==> config.mk <==
export PLATFORM = sky130hd
export DESIGN_NAME = uart_rx_flat
export DESIGN_NICKNAME = d
export VERILOG_FILES = /design/src/rtl/uart_pkg.sv /design/src/rtl/uart_rx_if.sv /design/src/rtl/uart_baud_gen.sv /design/src/rtl/uart_rx.sv /design/src/flat_wrapper.sv
export SDC_FILE = /design/constraint.sdc
export NUM_CORES = 1
export LEC_CHECK = 0
export CELL_PAD_IN_SITES_DETAIL_PLACEMENT = 1
export CELL_PAD_IN_SITES_GLOBAL_PLACEMENT = 2
export CORE_MARGIN = 5
export CORE_UTILIZATION = 30
export CTS_CLUSTER_DIAMETER = 80
export CTS_CLUSTER_SIZE = 20
export DETAILED_ROUTE_END_ITERATION = 6
export PLACE_DENSITY = 0.68
export SKIP_CTS_REPAIR_TIMING = 1
export SLEW_MARGIN = 20
export SYNTH_ARGS = -nofsm -noshare
export SYNTH_HDL_FRONTEND = slang
export SYNTH_HIERARCHICAL = 1
export SYNTH_SLANG_ARGS = --single-unit
==> constraint.sdc <==
create_clock -name clk -period 3.25 [get_ports clk]
set_input_delay 0.4875 -clock clk [delete_from_list [all_inputs] [get_ports clk]]
set_output_delay 0.4875 -clock clk [all_outputs]
set_load 0.005 [all_outputs]
==> src/rtl/uart_pkg.sv <==
`default_nettype none
// ============================================================================
// Module      : uart_pkg
// Description : Shared constants for the UART blocks: oversampling ratio,
//               majority-vote sample points, receiver state encoding and the
//               3-input majority helper.
// Revision    : 1.0  initial release
// ============================================================================
package uart_pkg;

    localparam int OVERSAMPLE = 16;
    localparam int SAMPLE_W   = $clog2(OVERSAMPLE);

    // Ticks within one bit period at which the line is sampled for the vote,
    // and the tick that closes the bit period.
    localparam logic [SAMPLE_W-1:0] SAMPLE_A  = 4'd7;
    localparam logic [SAMPLE_W-1:0] SAMPLE_B  = 4'd8;
    localparam logic [SAMPLE_W-1:0] SAMPLE_C  = 4'd9;
    localparam logic [SAMPLE_W-1:0] LAST_TICK = 4'd15;

    // Receiver state encoding
    localparam int            STATE_W  = 3;
    localparam logic [2:0]    ST_IDLE  = 3'd0;
    localparam logic [2:0]    ST_START = 3'd1;
    localparam logic [2:0]    ST_DATA  = 3'd2;
    localparam logic [2:0]    ST_STOP  = 3'd3;
    localparam logic [2:0]    ST_BREAK = 3'd4;

    function automatic logic maj3(input logic a, input logic b, input logic c);
        return (a & b) | (a & c) | (b & c);
    endfunction

endpackage
`default_nettype wire

==> src/rtl/uart_rx_if.sv <==
`default_nettype none
// ============================================================================
// Module      : uart_rx_if
// Description : Serial line plus received-byte outputs of the UART receiver.
//               master : line driver / byte consumer side
//               slave  : receiver side (uart_rx)
//   rx       serial line, idles high
//   rx_data  last good byte, LSB received first
//   rx_done  one-cycle pulse, rx_data valid in the same cycle
//   rx_error one-cycle pulse on framing error
//   rx_busy  high while a frame is being received
// Revision    : 1.0  initial release
// ============================================================================
interface uart_rx_if;
    logic       rx;
    logic [7:0] rx_data;
    logic       rx_done;
    logic       rx_error;
    logic       rx_busy;

    modport master (output rx, input rx_data, input rx_done, input rx_error, input rx_busy);
    modport slave  (input rx, output rx_data, output rx_done, output rx_error, output rx_busy);
endinterface
`default_nettype wire

==> src/rtl/uart_baud_gen.sv <==
`default_nettype none
// ============================================================================
// Module      : uart_baud_gen
// Description : Oversample tick generator. Counts CLK_DIV-1 down to 0 and
//               emits a one-clock tick while the count is 0. restart reloads
//               the count so the next tick is a full CLK_DIV clocks away.
//   clk, rst  clock, asynchronous active-high reset
//   restart   reload the divider
//   tick      one-clock oversample strobe
// Revision    : 1.0  initial release
// ============================================================================
module uart_baud_gen #(
    parameter int CLK_DIV = 27
) (
    input  wire logic clk,
    input  wire logic rst,
    input  wire logic restart,
    output logic      tick
);

    localparam int            c_cnt_w  = $clog2(CLK_DIV);
    localparam logic [c_cnt_w-1:0] c_reload = c_cnt_w'(CLK_DIV - 1);

    logic [c_cnt_w-1:0] r_cnt;

    always_ff @(posedge clk or posedge rst) begin
        if (rst) begin
            r_cnt <= '0;
        end else if (restart || (r_cnt == '0)) begin
            r_cnt <= c_reload;
        end else begin
            r_cnt <= r_cnt - 1'b1;
        end
    end

    assign tick = (r_cnt == '0);

endmodule
`default_nettype wire

==> src/rtl/uart_rx.sv <==
`default_nettype none
// ============================================================================
// Module      : uart_rx
// Description : 8N1 UART receiver, 16x oversampled, majority vote of three
//               mid-bit samples, false-start rejection and framing-error
//               reporting with break handling.
//   clk, rst  clock, asynchronous active-high reset
//   bus       uart_rx_if.slave : rx in; rx_data/rx_done/rx_error/rx_busy out
// Revision    : 1.0  initial release
// ============================================================================
module uart_rx
    import uart_pkg::*;
#(
    parameter int CLK_DIV = 27
) (
    input  wire logic  clk,
    input  wire logic  rst,
    uart_rx_if.slave   bus
);

    logic                r_sync1, r_rxs;
    logic [STATE_W-1:0]  r_state, w_state_nxt;
    logic [SAMPLE_W-1:0] r_sample, w_sample_nxt;
    logic [2:0]          r_bit_idx;
    logic                r_vote_a, r_vote_b;
    logic [7:0]          r_shift, r_data;
    logic                r_done, r_error;

    logic w_tick, w_vote, w_at_c, w_at_last;
    logic w_restart, w_shift_en, w_done_set, w_error_set, w_busy;

    uart_baud_gen #(.CLK_DIV(CLK_DIV)) u_baud (
        .clk     (clk),
        .rst     (rst),
        .restart (w_restart),
        .tick    (w_tick)
    );

    // "Tick N" is the tick that advances the sample counter to N. The counter
    // is cleared on start detection, so the detection itself is tick 0 of the
    // start bit and tick 9 lands 9/16 into every bit.
    assign w_sample_nxt = r_sample + 1'b1;
    assign w_at_c       = w_tick && (w_sample_nxt == SAMPLE_C);
    assign w_at_last    = w_tick && (w_sample_nxt == LAST_TICK);
    // At tick 9 the third sample is the live synchronized line.
    assign w_vote       = maj3(r_vote_a, r_vote_b, r_rxs);

    always_ff @(posedge clk or posedge rst) begin
        if (rst) begin
            r_sync1 <= 1'b1;
            r_rxs   <= 1'b1;
        end else begin
            r_sync1 <= bus.rx;
            r_rxs   <= r_sync1;
        end
    end

    // State register
    always_ff @(posedge clk or posedge rst) begin
        if (rst) begin
            r_state <= ST_IDLE;
        end else begin
            r_state <= w_state_nxt;
        end
    end

    // Next-state logic
    always_comb begin
        w_state_nxt = r_state;
        case (r_state)
            ST_IDLE:  if (!r_rxs) w_state_nxt = ST_START;
            ST_START: begin
                if (w_at_c && w_vote)  w_state_nxt = ST_IDLE;
                else if (w_at_last)    w_state_nxt = ST_DATA;
            end
            ST_DATA:  if (w_at_last && (r_bit_idx == 3'd7)) w_state_nxt = ST_STOP;
            // Leaving at mid-stop-bit leaves half a bit to catch the next start.
            ST_STOP:  if (w_at_c) w_state_nxt = w_vote ? ST_IDLE : ST_BREAK;
            ST_BREAK: if (r_rxs) w_state_nxt = ST_IDLE;
            default:  w_state_nxt = ST_IDLE;
        endcase
    end

    // Output / control decode
    always_comb begin
        w_restart   = 1'b0;
        w_shift_en  = 1'b0;
        w_done_set  = 1'b0;
        w_error_set = 1'b0;
        w_busy      = 1'b1;
        case (r_state)
            ST_IDLE: begin
                w_busy    = 1'b0;
                w_restart = !r_rxs;
            end
            ST_DATA:  w_shift_en = w_at_c;
            ST_STOP: begin
                w_done_set  = w_at_c && w_vote;
                w_error_set = w_at_c && !w_vote;
            end
            default: ;
        endcase
    end

    // Datapath
    always_ff @(posedge clk or posedge rst) begin
        if (rst) begin
            r_sample  <= '0;
            r_bit_idx <= 3'd0;
            r_vote_a  <= 1'b1;
            r_vote_b  <= 1'b1;
            r_shift   <= 8'h00;
            r_data    <= 8'h00;
            r_done    <= 1'b0;
            r_error   <= 1'b0;
        end else begin
            if (w_restart) begin
                r_sample <= '0;
            end else if (w_tick) begin
                r_sample <= w_sample_nxt;
            end

            if (w_tick && (w_sample_nxt == SAMPLE_A)) r_vote_a <= r_rxs;
            if (w_tick && (w_sample_nxt == SAMPLE_B)) r_vote_b <= r_rxs;

            if (w_restart) begin
                r_bit_idx <= 3'd0;
            end else if ((r_state == ST_DATA) && w_at_last) begin
                r_bit_idx <= r_bit_idx + 3'd1;
            end

            // LSB arrives first, so each new bit enters at the MSB.
            if (w_shift_en) r_shift <= {w_vote, r_shift[7:1]};
            if (w_done_set) r_data  <= r_shift;

            r_done  <= w_done_set;
            r_error <= w_error_set;
        end
    end

    assign bus.rx_data  = r_data;
    assign bus.rx_done  = r_done;
    assign bus.rx_error = r_error;
    assign bus.rx_busy  = w_busy;

endmodule
`default_nettype wire

==> src/flat_wrapper.sv <==
// flat-port wrapper written by rule: the top's interface ports become plain ports
module uart_rx_flat import uart_pkg::*;
#(
    parameter int CLK_DIV = 27
)
  (clk, rst, bus_rx, bus_rx_data, bus_rx_done, bus_rx_error, bus_rx_busy);
  uart_rx_if bus_i ();
  input  wire logic clk;
  input  wire logic rst;
  input wire logic [$bits(bus_i.rx)-1:0] bus_rx;
  output wire logic [$bits(bus_i.rx_data)-1:0] bus_rx_data;
  output wire logic [$bits(bus_i.rx_done)-1:0] bus_rx_done;
  output wire logic [$bits(bus_i.rx_error)-1:0] bus_rx_error;
  output wire logic [$bits(bus_i.rx_busy)-1:0] bus_rx_busy;
  assign bus_i.rx = bus_rx;
  assign bus_rx_data = bus_i.rx_data;
  assign bus_rx_done = bus_i.rx_done;
  assign bus_rx_error = bus_i.rx_error;
  assign bus_rx_busy = bus_i.rx_busy;
  uart_rx #(.CLK_DIV(CLK_DIV)) u_core (.clk(clk), .rst(rst), .bus(bus_i));
endmodule
== Word level (Yosys, flattened, before mapping) ==
Cells that the tools add are included.

* Bits in registers: 37
* Output and inout bits: 11
* Logic and storage cells: 68

* Add/sub/neg operators: 3
* Equal/unequal tests: 14
* Muxes and demuxes: 18
* Bitwise logic cells: 5
* Reduce and logical (&&, ||, !) cells: 16

{| class="wikitable"
|+ Operators by type and width
! operator !! number
|-
| 2-to-1 mux 3 bit || 9
|-
| case mux 3 bit (5 select lines) || 1
|-
| equality test 4 bit, second input constant || 3
|-
| logical AND 1 bit || 8
|-
| 2-to-1 mux 4 bit || 2
|-
| equality test 3 x 2 -> 1 bit, second input constant || 2
|-
| equality test 3 bit, second input constant || 2
|-
| != test 2 x 1 -> 1 bit, second input constant || 3
|-
| logical NOT 5 bit || 1
|-
| 2-to-1 mux 1 bit || 5
|-
| 2-to-1 mux 5 bit || 1
|-
| AND reduction 5 bit || 1
|-
| subtractor 5 x 1 -> 5 bit, second input constant || 1
|-
| adder 4 x 1 -> 4 bit, second input constant || 1
|-
| equality test 4 x 3 -> 1 bit, second input constant || 1
|-
| nonzero test 2 bit || 2
|-
| adder 3 x 1 -> 3 bit, second input constant || 1
|-
| AND 1 bit || 3
|-
| equality test 3 x 1 -> 1 bit, second input constant || 1
|-
| logical NOT 3 bit || 1
|-
| != test 3 x 1 -> 1 bit, second input constant || 1
|-
| logical NOT 1 bit || 2
|-
| != test 2 bit, second input constant || 1
|-
| OR 1 bit || 2
|-
| logical OR 1 bit || 1
|}

== Longest topological paths before layout ==
Gate-level depths: netlist of the first run.

* Word-level depth: 6
* Gate-level depth with buffers: 10
* Mapped depth without buffers: 8

== Cells and area by module ==
Netlist of the first run, hierarchy kept.

{| class="wikitable"
|+ By module, submodules not included
! module !! instances !! cells an instance !! area an instance (um^2) !! seq. area each (um^2)
|-
| uart_rx || 1 || 133 || 1552.7 || 805.8
|-
| uart_baud_gen || 1 || 21 || 234.0 || 125.1
|}

== Worst setup path before layout of the first run ==
Ideal clock, no wire load.

* Path type: register to register
* From: register u_core.u_baud.r_cnt[0]
* To: register u_core.r_shift[0]
* Setup time: 0.125 ns
* Arrival: 2.254 ns
* Required time: 3.125 ns
* Slack: 0.871 ns
* Stages on the path, launching flop included: 10
* Path buffers: 2
* Path through: dfrtp_1 -> inv_1 -> ha_1 -> nor4b_4 -> buf_6 -> nand2_1 -> o31a_1 -> buf_6 -> nor4_4 -> mux2_2

* Cells in the longest elaborated chain, start to end: 3

{| class="wikitable"
|+ RTL lines
! what !! RTL line !! RTL
|-
| start: declaration || uart_baud_gen.sv:24 || <nowiki>logic [c_cnt_w-1:0] r_cnt;</nowiki>
|-
| start signal: assignment || uart_baud_gen.sv:30 || <nowiki>r_cnt <= c_reload;</nowiki>
|-
| start signal: assignment || uart_baud_gen.sv:32 || <nowiki>r_cnt <= r_cnt - 1'b1;</nowiki>
|-
| logical NOT 5 bit || uart_baud_gen.sv:36 || <nowiki>assign tick = (r_cnt == '0);</nowiki>
|-
| via u_core.w_tick || uart_rx.sv:29 || <nowiki>logic w_tick, w_vote, w_at_c, w_at_last;</nowiki>
|-
| logical AND 1 bit || uart_rx.sv:43 || <nowiki>assign w_at_c = w_tick && (w_sample_nxt == SAMPLE_C);</nowiki>
|-
| 2-to-1 mux 1 bit || uart_rx.sv:91 || <nowiki>case (r_state)</nowiki>
|-
| end signal: assignment || uart_rx.sv:133 || <nowiki>if (w_shift_en) r_shift <= {w_vote, r_shift[7:1]};</nowiki>
|-
| end: declaration || uart_rx.sv:26 || <nowiki>logic [7:0] r_shift, r_data;</nowiki>
|}

The timed path passes the listed nets, and every way through them passes these cells.
A chain may end at the register's enable or synchronous reset.

== Worst setup path in the final report of the first run ==
* From: register u_core.u_baud.r_cnt[0]
* To: register u_core.r_bit_idx[0]

* Cells in the longest elaborated chain, start to end: 4

{| class="wikitable"
|+ RTL lines
! what !! RTL line !! RTL
|-
| logical NOT 5 bit || uart_baud_gen.sv:36 ||
|-
| via u_core.w_tick || uart_rx.sv:29 ||
|-
| logical AND 1 bit || uart_rx.sv:44 || <nowiki>assign w_at_last = w_tick && (w_sample_nxt == LAST_TICK);</nowiki>
|-
| logical AND 1 bit || uart_rx.sv:128 || <nowiki>end else if ((r_state == ST_DATA) && w_at_last) begin</nowiki>
|-
| nonzero test 2 bit (no source line) || - ||
|-
| end signal: assignment || uart_rx.sv:129 || <nowiki>r_bit_idx <= r_bit_idx + 3'd1;</nowiki>
|-
| end: declaration || uart_rx.sv:24 || <nowiki>logic [2:0] r_bit_idx;</nowiki>
|}

The timed path passes the listed nets, and every way through them passes these cells.

==> flow_metrics.env, run 1 <==
export IMPL_synth_async_reset_ratio_pct=100
export IMPL_hold_class="reg -> reg"
export IMPL_drtIter0Drc=25
export IMPL_p_total_uw=798
export IMPL_nets=180
export IMPL_crit_path_max_fanout=11
export IMPL_synth_most_common_cell="dfrtp_1"
export IMPL_synth_top_area_cell="dfrtp_1"
export IMPL_max_freq_mhz=378
export IMPL_final_period_utilization_pct=81.3
export IMPL_insertedDiodeCount=0
export IMPL_synth_distinct_cells=39
export IMPL_ys_flop_type="dfrtp_1"
export IMPL_grt_start_max_net_pins=33
export IMPL_numCtsBuffers=5
export IMPL_numPortBuffers=13
export IMPL_synth_area_sq_mm=0.00179
export IMPL_start_kind="register"
export IMPL_route_vias_total=1162
export IMPL_placementRows=28
export IMPL_ant_nets=0
export IMPL_required_ps=3450
export IMPL_yosys_register_bits=37
export IMPL_drcViolationCount=0
export IMPL_grt_first_pass_wirelength_mm=6.09
export IMPL_drive_gt1_share_pct=21.6
export IMPL_critPathKind="reg -> reg"
export IMPL_finalClockSkew_ps=7.63
export IMPL_gp_congestion=0.849
export IMPL_setup_viol=0
export IMPL_viasPerCell=4.72
export IMPL_wire_per_inst_microns=14.2
export IMPL_synth_edf_count=0
export IMPL_synth_warnings=6
export IMPL_dieArea_sq_mm=0.00760
export IMPL_antenna_found_initial=0
export IMPL_synth_top_area_share_pct=46.2
export IMPL_leakage_uw=0.000920
export IMPL_ys_seq_area_share_pct=52.1
export IMPL_clockBufferDepth=2
export IMPL_io_pins=14
export IMPL_track_usage_pct=10.4
export IMPL_worstMarginPinSlew_ps=610
export IMPL_coreArea_sq_mm=0.00585
export IMPL_drv_slew=0
export IMPL_firstDrtPassIters=4
export IMPL_clock_sinks=37
export IMPL_overflow=0
export IMPL_ir_drop_mv=0.270
export IMPL_grt_pass1_vias=1233
export IMPL_synth_area_top_cells="dfrtp_1, mux2_2, dfstp_2, ha_1, nand2_1"
export IMPL_synth_cells=154
export IMPL_finalCriticalPeriod_ps=2640
export IMPL_drv_cap=0
export IMPL_rsz0062_at_grt="false"
export IMPL_die_h_microns=87.2
export IMPL_hold_viol_final=0
export IMPL_path_clk_slew_ps=80
export IMPL_start_util_pct=30.5
export IMPL_endpoint_kind="register"
export IMPL_arrival_ps=2840
export IMPL_slew_headroom_pct=59.0
export IMPL_synth_fp_nets=164
export IMPL_clk_latency_ps=290
export IMPL_ctsHtreeMaxLevel=2
export IMPL_synth_avg_cell_area_sq_um=11.6
export IMPL_powerDensity_mw_per_mm2=388
export IMPL_clockRootBuffer="clkbuf_8"
export IMPL_status="completed"
export IMPL_fin_tns_setup_ps=0
export IMPL_synthTopCellsByCount="dfrtp_1, nand2_1, mux2_2"
export IMPL_hpwl_mm=2.63
export IMPL_syn2layout_area_growth_pct=15.3
export IMPL_wirelength_mm=3.50
export IMPL_fp_dieW_microns=87.2
export IMPL_cts_tree="done"
-- area by class of cell --
cell class / count / area [sq um]
Clock buffer: 5 / 68.8
Clock inverter: 3 / 21.3
Fill cell: 655 / 3790
Inverter: 9 / 33.8
Multi-Input combinational cell: 101 / 758
Sequential cell: 37 / 931
Tap cell: 75 / 93.8
Timing Repair Buffer: 16 / 153
-- critical path: stages (launching register included) --
cell	delay (ps)
dfrtp_1	400
inv_1	60
ha_1	210
nor4b_4	210
buf_4	220
nand2_1	80
or4_1	690
nor3_1	330
mux2i_1	140
o21ai_0	200
-- stage by stage --
stage                     instances  util (%)  hold WS (ps)  setup WS, ps  instance area (sq um)
final                           246      35.2           359           607                   2060
after global routing            246      35.2           352           400                   2060
after CTS                       246      35.2           357           562                   2060
after detailed placement        238      33.7           348           583                   1970
after global placement          238      33.7           349           731                   1970
after floorplan                 154         -           266           871                   1790
-- where the power goes --
| part | switching, uW | total, uW | internal (uW) | leakage (uW) |
|---|---|---|---|---|
| clock network | 169 | 321 | 152 | 0.0000445 |
| registers | 1.37 | 464 | 462 | 0.000483 |
| logic | 9.60 | 13.1 | 3.49 | 0.000393 |
-- flip-flops by register name, summed over array words and instances (netlist names), 3 cells and up --
register,flops
u_core/r_sample,4
u_core/r_state,3
u_core/u_baud/r_cnt,5
u_core/bus.rx_data,8
u_core/r_shift,8
u_core/r_bit_idx,3
-- layer usage --
layer | share of wire, % | vias up | global-route usage (%)
li1 | - | 566 | -
met1 | 46 | 574 | 12.8
met2 | 49 | 15 | 17.2
met3 | 3.3 | 7 | 2.74
met4 | 1.7 | 0 | 4.18
met5 | 0 | - | 0
-- kinds of logic after synthesis --
family	synth area share [%]
AND/OR/NAND/NOR	15.1
flip-flops	52.1
AO/OA/AOI/OAI	6.58
multiplexers	11.8
buffers and inverters	5.46
adder cells (fa/ha/maj)	5.46
XOR/XNOR	3.43
-- path summary, 6_finish.rpt --
check | start | endpoint | slack [ps] | depth (start not counted)
hold / removal | u_core/r_sync1 | u_core/r_rxs | 360 | 0
setup reg to reg | u_core/u_baud/r_cnt[0] | u_core/r_bit_idx[0] | 610 | 9
setup / recovery | u_core/u_baud/r_cnt[0] | u_core/r_bit_idx[0] | 610 | 9
hold reg to reg | u_core/r_sync1 | u_core/r_rxs | 360 | 0
min in group asynchronous | rst | u_core/u_baud/r_cnt[0] | 410 | 2
max in group asynchronous | rst | u_core/r_vote_a | 2300 | 3
-- layout by cell type (no fill, tap or decap), types with 2 or more instances in the layout --
cell type / n
o211ai_1: 2
clkbuf_8: 5
dfstp_2: 4
nand3_1: 2
xnor2_1: 4
nand4_1: 2
nor2_1: 9
o21ai_0: 9
ha_1: 7
buf_4: 3
clkdlybuf4s50_1: 13
mux2_2: 17
nor3_1: 7
dfrtp_1: 33
xor2_1: 3
nand2_1: 18
a22oi_1: 2
mux2i_1: 2
inv_1: 9
No activity file was read; power rests on OpenSTA's default activity.
==> inputs of run 2 (changes only) <==
--- a/config.mk
+++ b/config.mk
@@ -12,7 +12,7 @@
 export CTS_CLUSTER_DIAMETER = 80
 export CTS_CLUSTER_SIZE = 20
 export DETAILED_ROUTE_END_ITERATION = 6
-export PLACE_DENSITY = 0.68
+export PLACE_DENSITY = 0.71
 export SKIP_CTS_REPAIR_TIMING = 1
 export SLEW_MARGIN = 20
 export SYNTH_ARGS = -nofsm -noshare
==> constraint.sdc (replaced) <==
create_clock -name clk -period 2.3 [get_ports clk]
set_input_delay 0.345 -clock clk [delete_from_list [all_inputs] [get_ports clk]]
set_output_delay 0.345 -clock clk [all_outputs]
set_load 0.005 [all_outputs]
==> run 2 against run 1 <==
Via count is 3.9% higher. Clock skew is 0.85 ps higher. Cell area is 7.2% higher. Largest power group is now the clock network.
==> flow_metrics.env, run 2 (same netlist as run 1, synthesis figures left out) <==
export IMPL_grt_pass1_vias=1337
export IMPL_wirelength_mm=3.69
export IMPL_worstMarginPinSlew_ps=421
export IMPL_slowest_delay_ps=410
export IMPL_dieArea_sq_mm=0.00760
export IMPL_clock_sinks=37
export IMPL_clockRootBuffer="clkbuf_8"
export IMPL_viasPerCell=4.73
export IMPL_gp_congestion=0.746
export IMPL_leakage_uw=0.000994
export IMPL_overflow=0
export IMPL_required_ps=2490
export IMPL_clk_latency_ps=300
export IMPL_hpwl_mm=2.68
export IMPL_crit_chain="inv_1, ha_2, nor4b_4, buf_4, nand4_1, o31a_1, nor3_4, buf_12, mux2_2"
export IMPL_ir_drop_mv=0.376
export IMPL_route_vias_total=1207
export IMPL_setup_viol=0
export IMPL_start_util_pct=30.5
export IMPL_wire_per_inst_microns=14.5
export IMPL_placementRows=28
export IMPL_critPathKind="reg -> reg"
export IMPL_io_pins=14
export IMPL_finalCriticalPeriod_ps=2200
export IMPL_drive_gt1_share_pct=27.2
export IMPL_syn2layout_area_growth_pct=23.6
export IMPL_post_dp_cell_area_sq_mm=0.00201
export IMPL_track_usage_pct=11.2
export IMPL_final_common_cell="dfrtp_1"
export IMPL_n_fill_cell=628
export IMPL_drtIter0Drc=24
export IMPL_clockBufferDepth=2
export IMPL_hold_class="in -> async"
export IMPL_finalClockSkew_ps=8.47
export IMPL_critPathSlowestCell="dfrtp_1"
export IMPL_numPortBuffers=13
export IMPL_firstDrtPassIters=4
export IMPL_arrival_ps=2390
export IMPL_grt_first_pass_wirelength_mm=6.53
export IMPL_ctsHtreeMaxLevel=2
export IMPL_max_freq_mhz=454
export IMPL_slew_headroom_pct=71.7
export IMPL_final_cell_mix="dfrtp_1, nand2_1, mux2_2"
export IMPL_fp_dieW_microns=87.2
export IMPL_drv_cap=0
export IMPL_final_area_sq_mm=0.00221
export IMPL_hold_ws_ps=268
export IMPL_cts_tree="done"
export IMPL_utilization_pct=37.7
export IMPL_numCtsBuffers=5
export IMPL_crit_path_max_fanout=8
export IMPL_die_h_microns=87.2
export IMPL_insertedDiodeCount=0
export IMPL_hold_viol_final=0
export IMPL_path_clk_slew_ps=80
export IMPL_start_kind="register"
export IMPL_final_period_utilization_pct=95.7
export IMPL_status="completed"
export IMPL_endpoint_kind="register"
export IMPL_nets=189
export IMPL_drcViolationCount=0
export IMPL_coreArea_sq_mm=0.00585
export IMPL_ant_nets=0
export IMPL_grt_start_max_net_pins=33
export IMPL_antenna_found_initial=0
export IMPL_drv_slew=0
export IMPL_powerDensity_mw_per_mm2=614
==> run 2: final timing paths <==
kind | startpoint | endpoint | slack [ps] | cells after the start
min reg2reg | u_core/r_sync1 | u_core/r_rxs | 370 | 0
max in group asynchronous | rst | u_core/r_vote_a | 1500 | 3
min | rst | u_core/u_baud/r_cnt[3] | 270 | 2
max | u_core/u_baud/r_cnt[0] | u_core/bus.rx_data[4] | 100 | 9
min in group clk | u_core/r_sync1 | u_core/r_rxs | 370 | 0
max reg2reg | u_core/u_baud/r_cnt[0] | u_core/bus.rx_data[4] | 100 | 9
==> run 2: per-stage QoR <==
step           power [uW]  setup TNS (ps)  worst slack [ps]  std cells
4_1_cts              1390               0              18.8        251
5_1_grt              1430            -266             -45.2        255
3_5_place_dp          688               0              30.6        243
2_1_floorplan         678            -666             -78.0        154
3_3_place_gp          688               0              99.8        243
6_report             1360               0              99.1        255
==> run 2: report_power, final <==
group	total, uW	internal [uW]	leakage, uW	switching [uW]
sequential	656	653	0.000483	2.24
clock	683	436	0.0000687	246
combinational	18.4	4.94	0.000443	13.5
==> run 2: metal layers <==
| metal | part of all wire, % | vias up | track usage [%] |
|---|---|---|---|
| met5 | 0 | - | 0 |
| met1 | 46 | 610 | 13.6 |
| met2 | 49 | 11 | 17.9 |
| met4 | 2.1 | 0 | 5.86 |
| li1 | - | 578 | - |
| met3 | 2.7 | 8 | 3.22 |
==> run 2: final cells by class <==
type | instances | area [sq um] | share of cell area (%)
Tap cell | 75 | 93.8 | 4.25
Sequential cell | 37 | 931 | 42.2
Clock inverter | 3 | 68.8 | 3.12
Inverter | 9 | 33.8 | 1.53
Clock buffer | 5 | 68.8 | 3.12
Multi-Input combinational cell | 101 | 776 | 35.1
Timing Repair Buffer | 25 | 236 | 10.7
==> run 2: critical path: cells and delay by family (launching register included) <==
family	cells	cell delay [ps]
buf+inv	3	400
compound gates	1	200
mux	1	330
simple gates	3	580
flops	1	410
fa+ha+maj	1	170
==> inputs of run 3 (changes only) <==
--- a/config.mk
+++ b/config.mk
@@ -6,13 +6,13 @@
 export NUM_CORES = 1
 export LEC_CHECK = 0
 export CELL_PAD_IN_SITES_DETAIL_PLACEMENT = 1
-export CELL_PAD_IN_SITES_GLOBAL_PLACEMENT = 2
+export CELL_PAD_IN_SITES_GLOBAL_PLACEMENT = 1
 export CORE_MARGIN = 5
 export CORE_UTILIZATION = 30
 export CTS_CLUSTER_DIAMETER = 80
 export CTS_CLUSTER_SIZE = 20
 export DETAILED_ROUTE_END_ITERATION = 6
-export PLACE_DENSITY = 0.71
+export PLACE_DENSITY = 0.62
 export SKIP_CTS_REPAIR_TIMING = 1
 export SLEW_MARGIN = 20
 export SYNTH_ARGS = -nofsm -noshare
==> run 3 against run 2 <==
First-iteration DRC count unchanged. Wire length is 0.81% lower. Global-route usage fell by 0.62 points. Core utilization decreased by 0.32 points. Non-clock buffer count rose by 1. Largest cell class unchanged.
==> flow_metrics.env, run 3 (same netlist as run 1, synthesis figures left out) <==
export IMPL_numCtsBuffers=5
export IMPL_seq_area_sq_um=931
export IMPL_io_pins=14
export IMPL_drcViolationCount=0
export IMPL_powerDensity_mw_per_mm2=501
export IMPL_p_total_uw=1100
export IMPL_die_h_microns=87.2
export IMPL_final_cell_mix="dfrtp_1, nand2_1, clkdlybuf4s50_1"
export IMPL_finalClockSkew_ps=3.94
export IMPL_drive_gt1_share_pct=27.6
export IMPL_endpoint_kind="register"
export IMPL_required_ps=2460
export IMPL_n_fill_cell=630
export IMPL_met2_usage_pct=18.8
export IMPL_slew_headroom_pct=73.1
export IMPL_cts_tree="done"
export IMPL_setup_viol=0
export IMPL_grt_use_met1_pct=12.6
export IMPL_grt_start_max_net_pins=33
export IMPL_fp_dieW_microns=87.2
export IMPL_clockBufferDepth=2
export IMPL_status="completed"
export IMPL_hold_viol_final=0
export IMPL_busiest_layer="met2"
export IMPL_path_clk_slew_ps=70
export IMPL_wirelength_mm=3.66
export IMPL_placementRows=28
export IMPL_final_common_cell="dfrtp_1"
export IMPL_worstMarginPinSlew_ps=399
export IMPL_antenna_found_initial=0
export IMPL_clk_latency_ps=280
export IMPL_crit_path_max_fanout=8
export IMPL_insertedDiodeCount=0
export IMPL_clockRootBuffer="clkbuf_8"
export IMPL_wire_per_inst_microns=14.3
export IMPL_hpwl_mm=2.71
export IMPL_gp_congestion=0.756
export IMPL_grt_use_met3_pct=2.84
export IMPL_ctsHtreeMaxLevel=2
export IMPL_max_freq_mhz=448
export IMPL_grt_pass1_vias=1338
export IMPL_arrival_ps=2390
export IMPL_dieArea_sq_mm=0.00760
export IMPL_drtIter0Drc=24
export IMPL_ant_nets=0
export IMPL_ir_drop_mv=0.337
export IMPL_drv_cap=0
export IMPL_rsz0062_at_grt="true"
export IMPL_coreArea_sq_mm=0.00585
export IMPL_critPathKind="reg -> reg"
export IMPL_start_kind="register"
export IMPL_final_period_utilization_pct=97.0
export IMPL_finalCriticalPeriod_ps=2230
export IMPL_viasPerCell=4.78
export IMPL_route_vias_total=1223
export IMPL_track_usage_pct=10.6
export IMPL_grt_first_pass_wirelength_mm=6.28
export IMPL_clock_sinks=37
export IMPL_multi_input_area_sq_um=805
export IMPL_drv_slew=0
export IMPL_nets=190
export IMPL_hold_class="in -> async"
export IMPL_overflow=0
export IMPL_firstDrtPassIters=4
export IMPL_leakage_uw=0.000980
export IMPL_syn2layout_area_growth_pct=22.5
export IMPL_hold_ws_ps=290
export IMPL_start_util_pct=30.5
export IMPL_numPortBuffers=13
-- run 3: changes by cell type in the layout (fill, tap and decap cells not counted), sizes merged --
cell    previous run  this run
buf               12        13
inv               10         9
clkbuf             5         6
bufinv             2         0
clkinv             0         2
-- run 3: critical path, cell delays in order (launching register included) --
cell	delay [ps]
dfrtp_1	390
inv_1	60
ha_2	170
nor4b_4	280
nand2_1	110
o31a_1	410
nor4_4	180
buf_6	180
mux2_2	340
-- run 3: path summary, 6_finish.rpt --
kind | slack [ps] | start | to | cells past startpoint
worst min register to register | 360 | u_core/r_sync1 | u_core/r_rxs | 0
worst max register to register | 70 | u_core/u_baud/r_cnt[0] | u_core/r_shift[6] | 8
min in group clk | 360 | u_core/r_sync1 | u_core/r_rxs | 0
worst min-delay path | 290 | rst | u_core/u_baud/r_cnt[2] | 2
worst max-delay path | 70 | u_core/u_baud/r_cnt[0] | u_core/r_shift[6] | 8
max in group asynchronous | 1480 | rst | u_core/r_vote_a | 3
-- run 3: area by class of cell --
class	count	area share, %
Inverter	9	1.54
Sequential cell	37	42.5
Clock inverter	2	0.457
Tap cell	75	4.29
Timing Repair Buffer	26	11.1
Multi-Input combinational cell	101	36.7
Clock buffer	6	3.31
-- run 3: layer usage --
layer	part of all wire [%]	vias up
li1	-	584
met3	2.2	4
met4	0.77	0
met2	52	9
met5	0	-
met1	45	626
-- run 3: power breakdown --
part           internal (uW)  switching, uW  leakage, uW
clock                    210            212    0.0000450
combinational           4.93           13.5     0.000452
sequential               654           1.99     0.000483
-- run 3: through the flow --
stage	setup WS [ps]	TNS, ps	cells	cell area, sq um	util (%)
6_report	70.0	0	256	2190	37.4
3_5_place_dp	-63.0	-66.5	244	2010	34.4
2_1_floorplan	-78.0	-666	154	1790	-
3_3_place_gp	80.5	0	244	2010	34.4
4_1_cts	-137	-425	252	2100	35.8
5_1_grt	-56.5	-650	256	2190	37.4
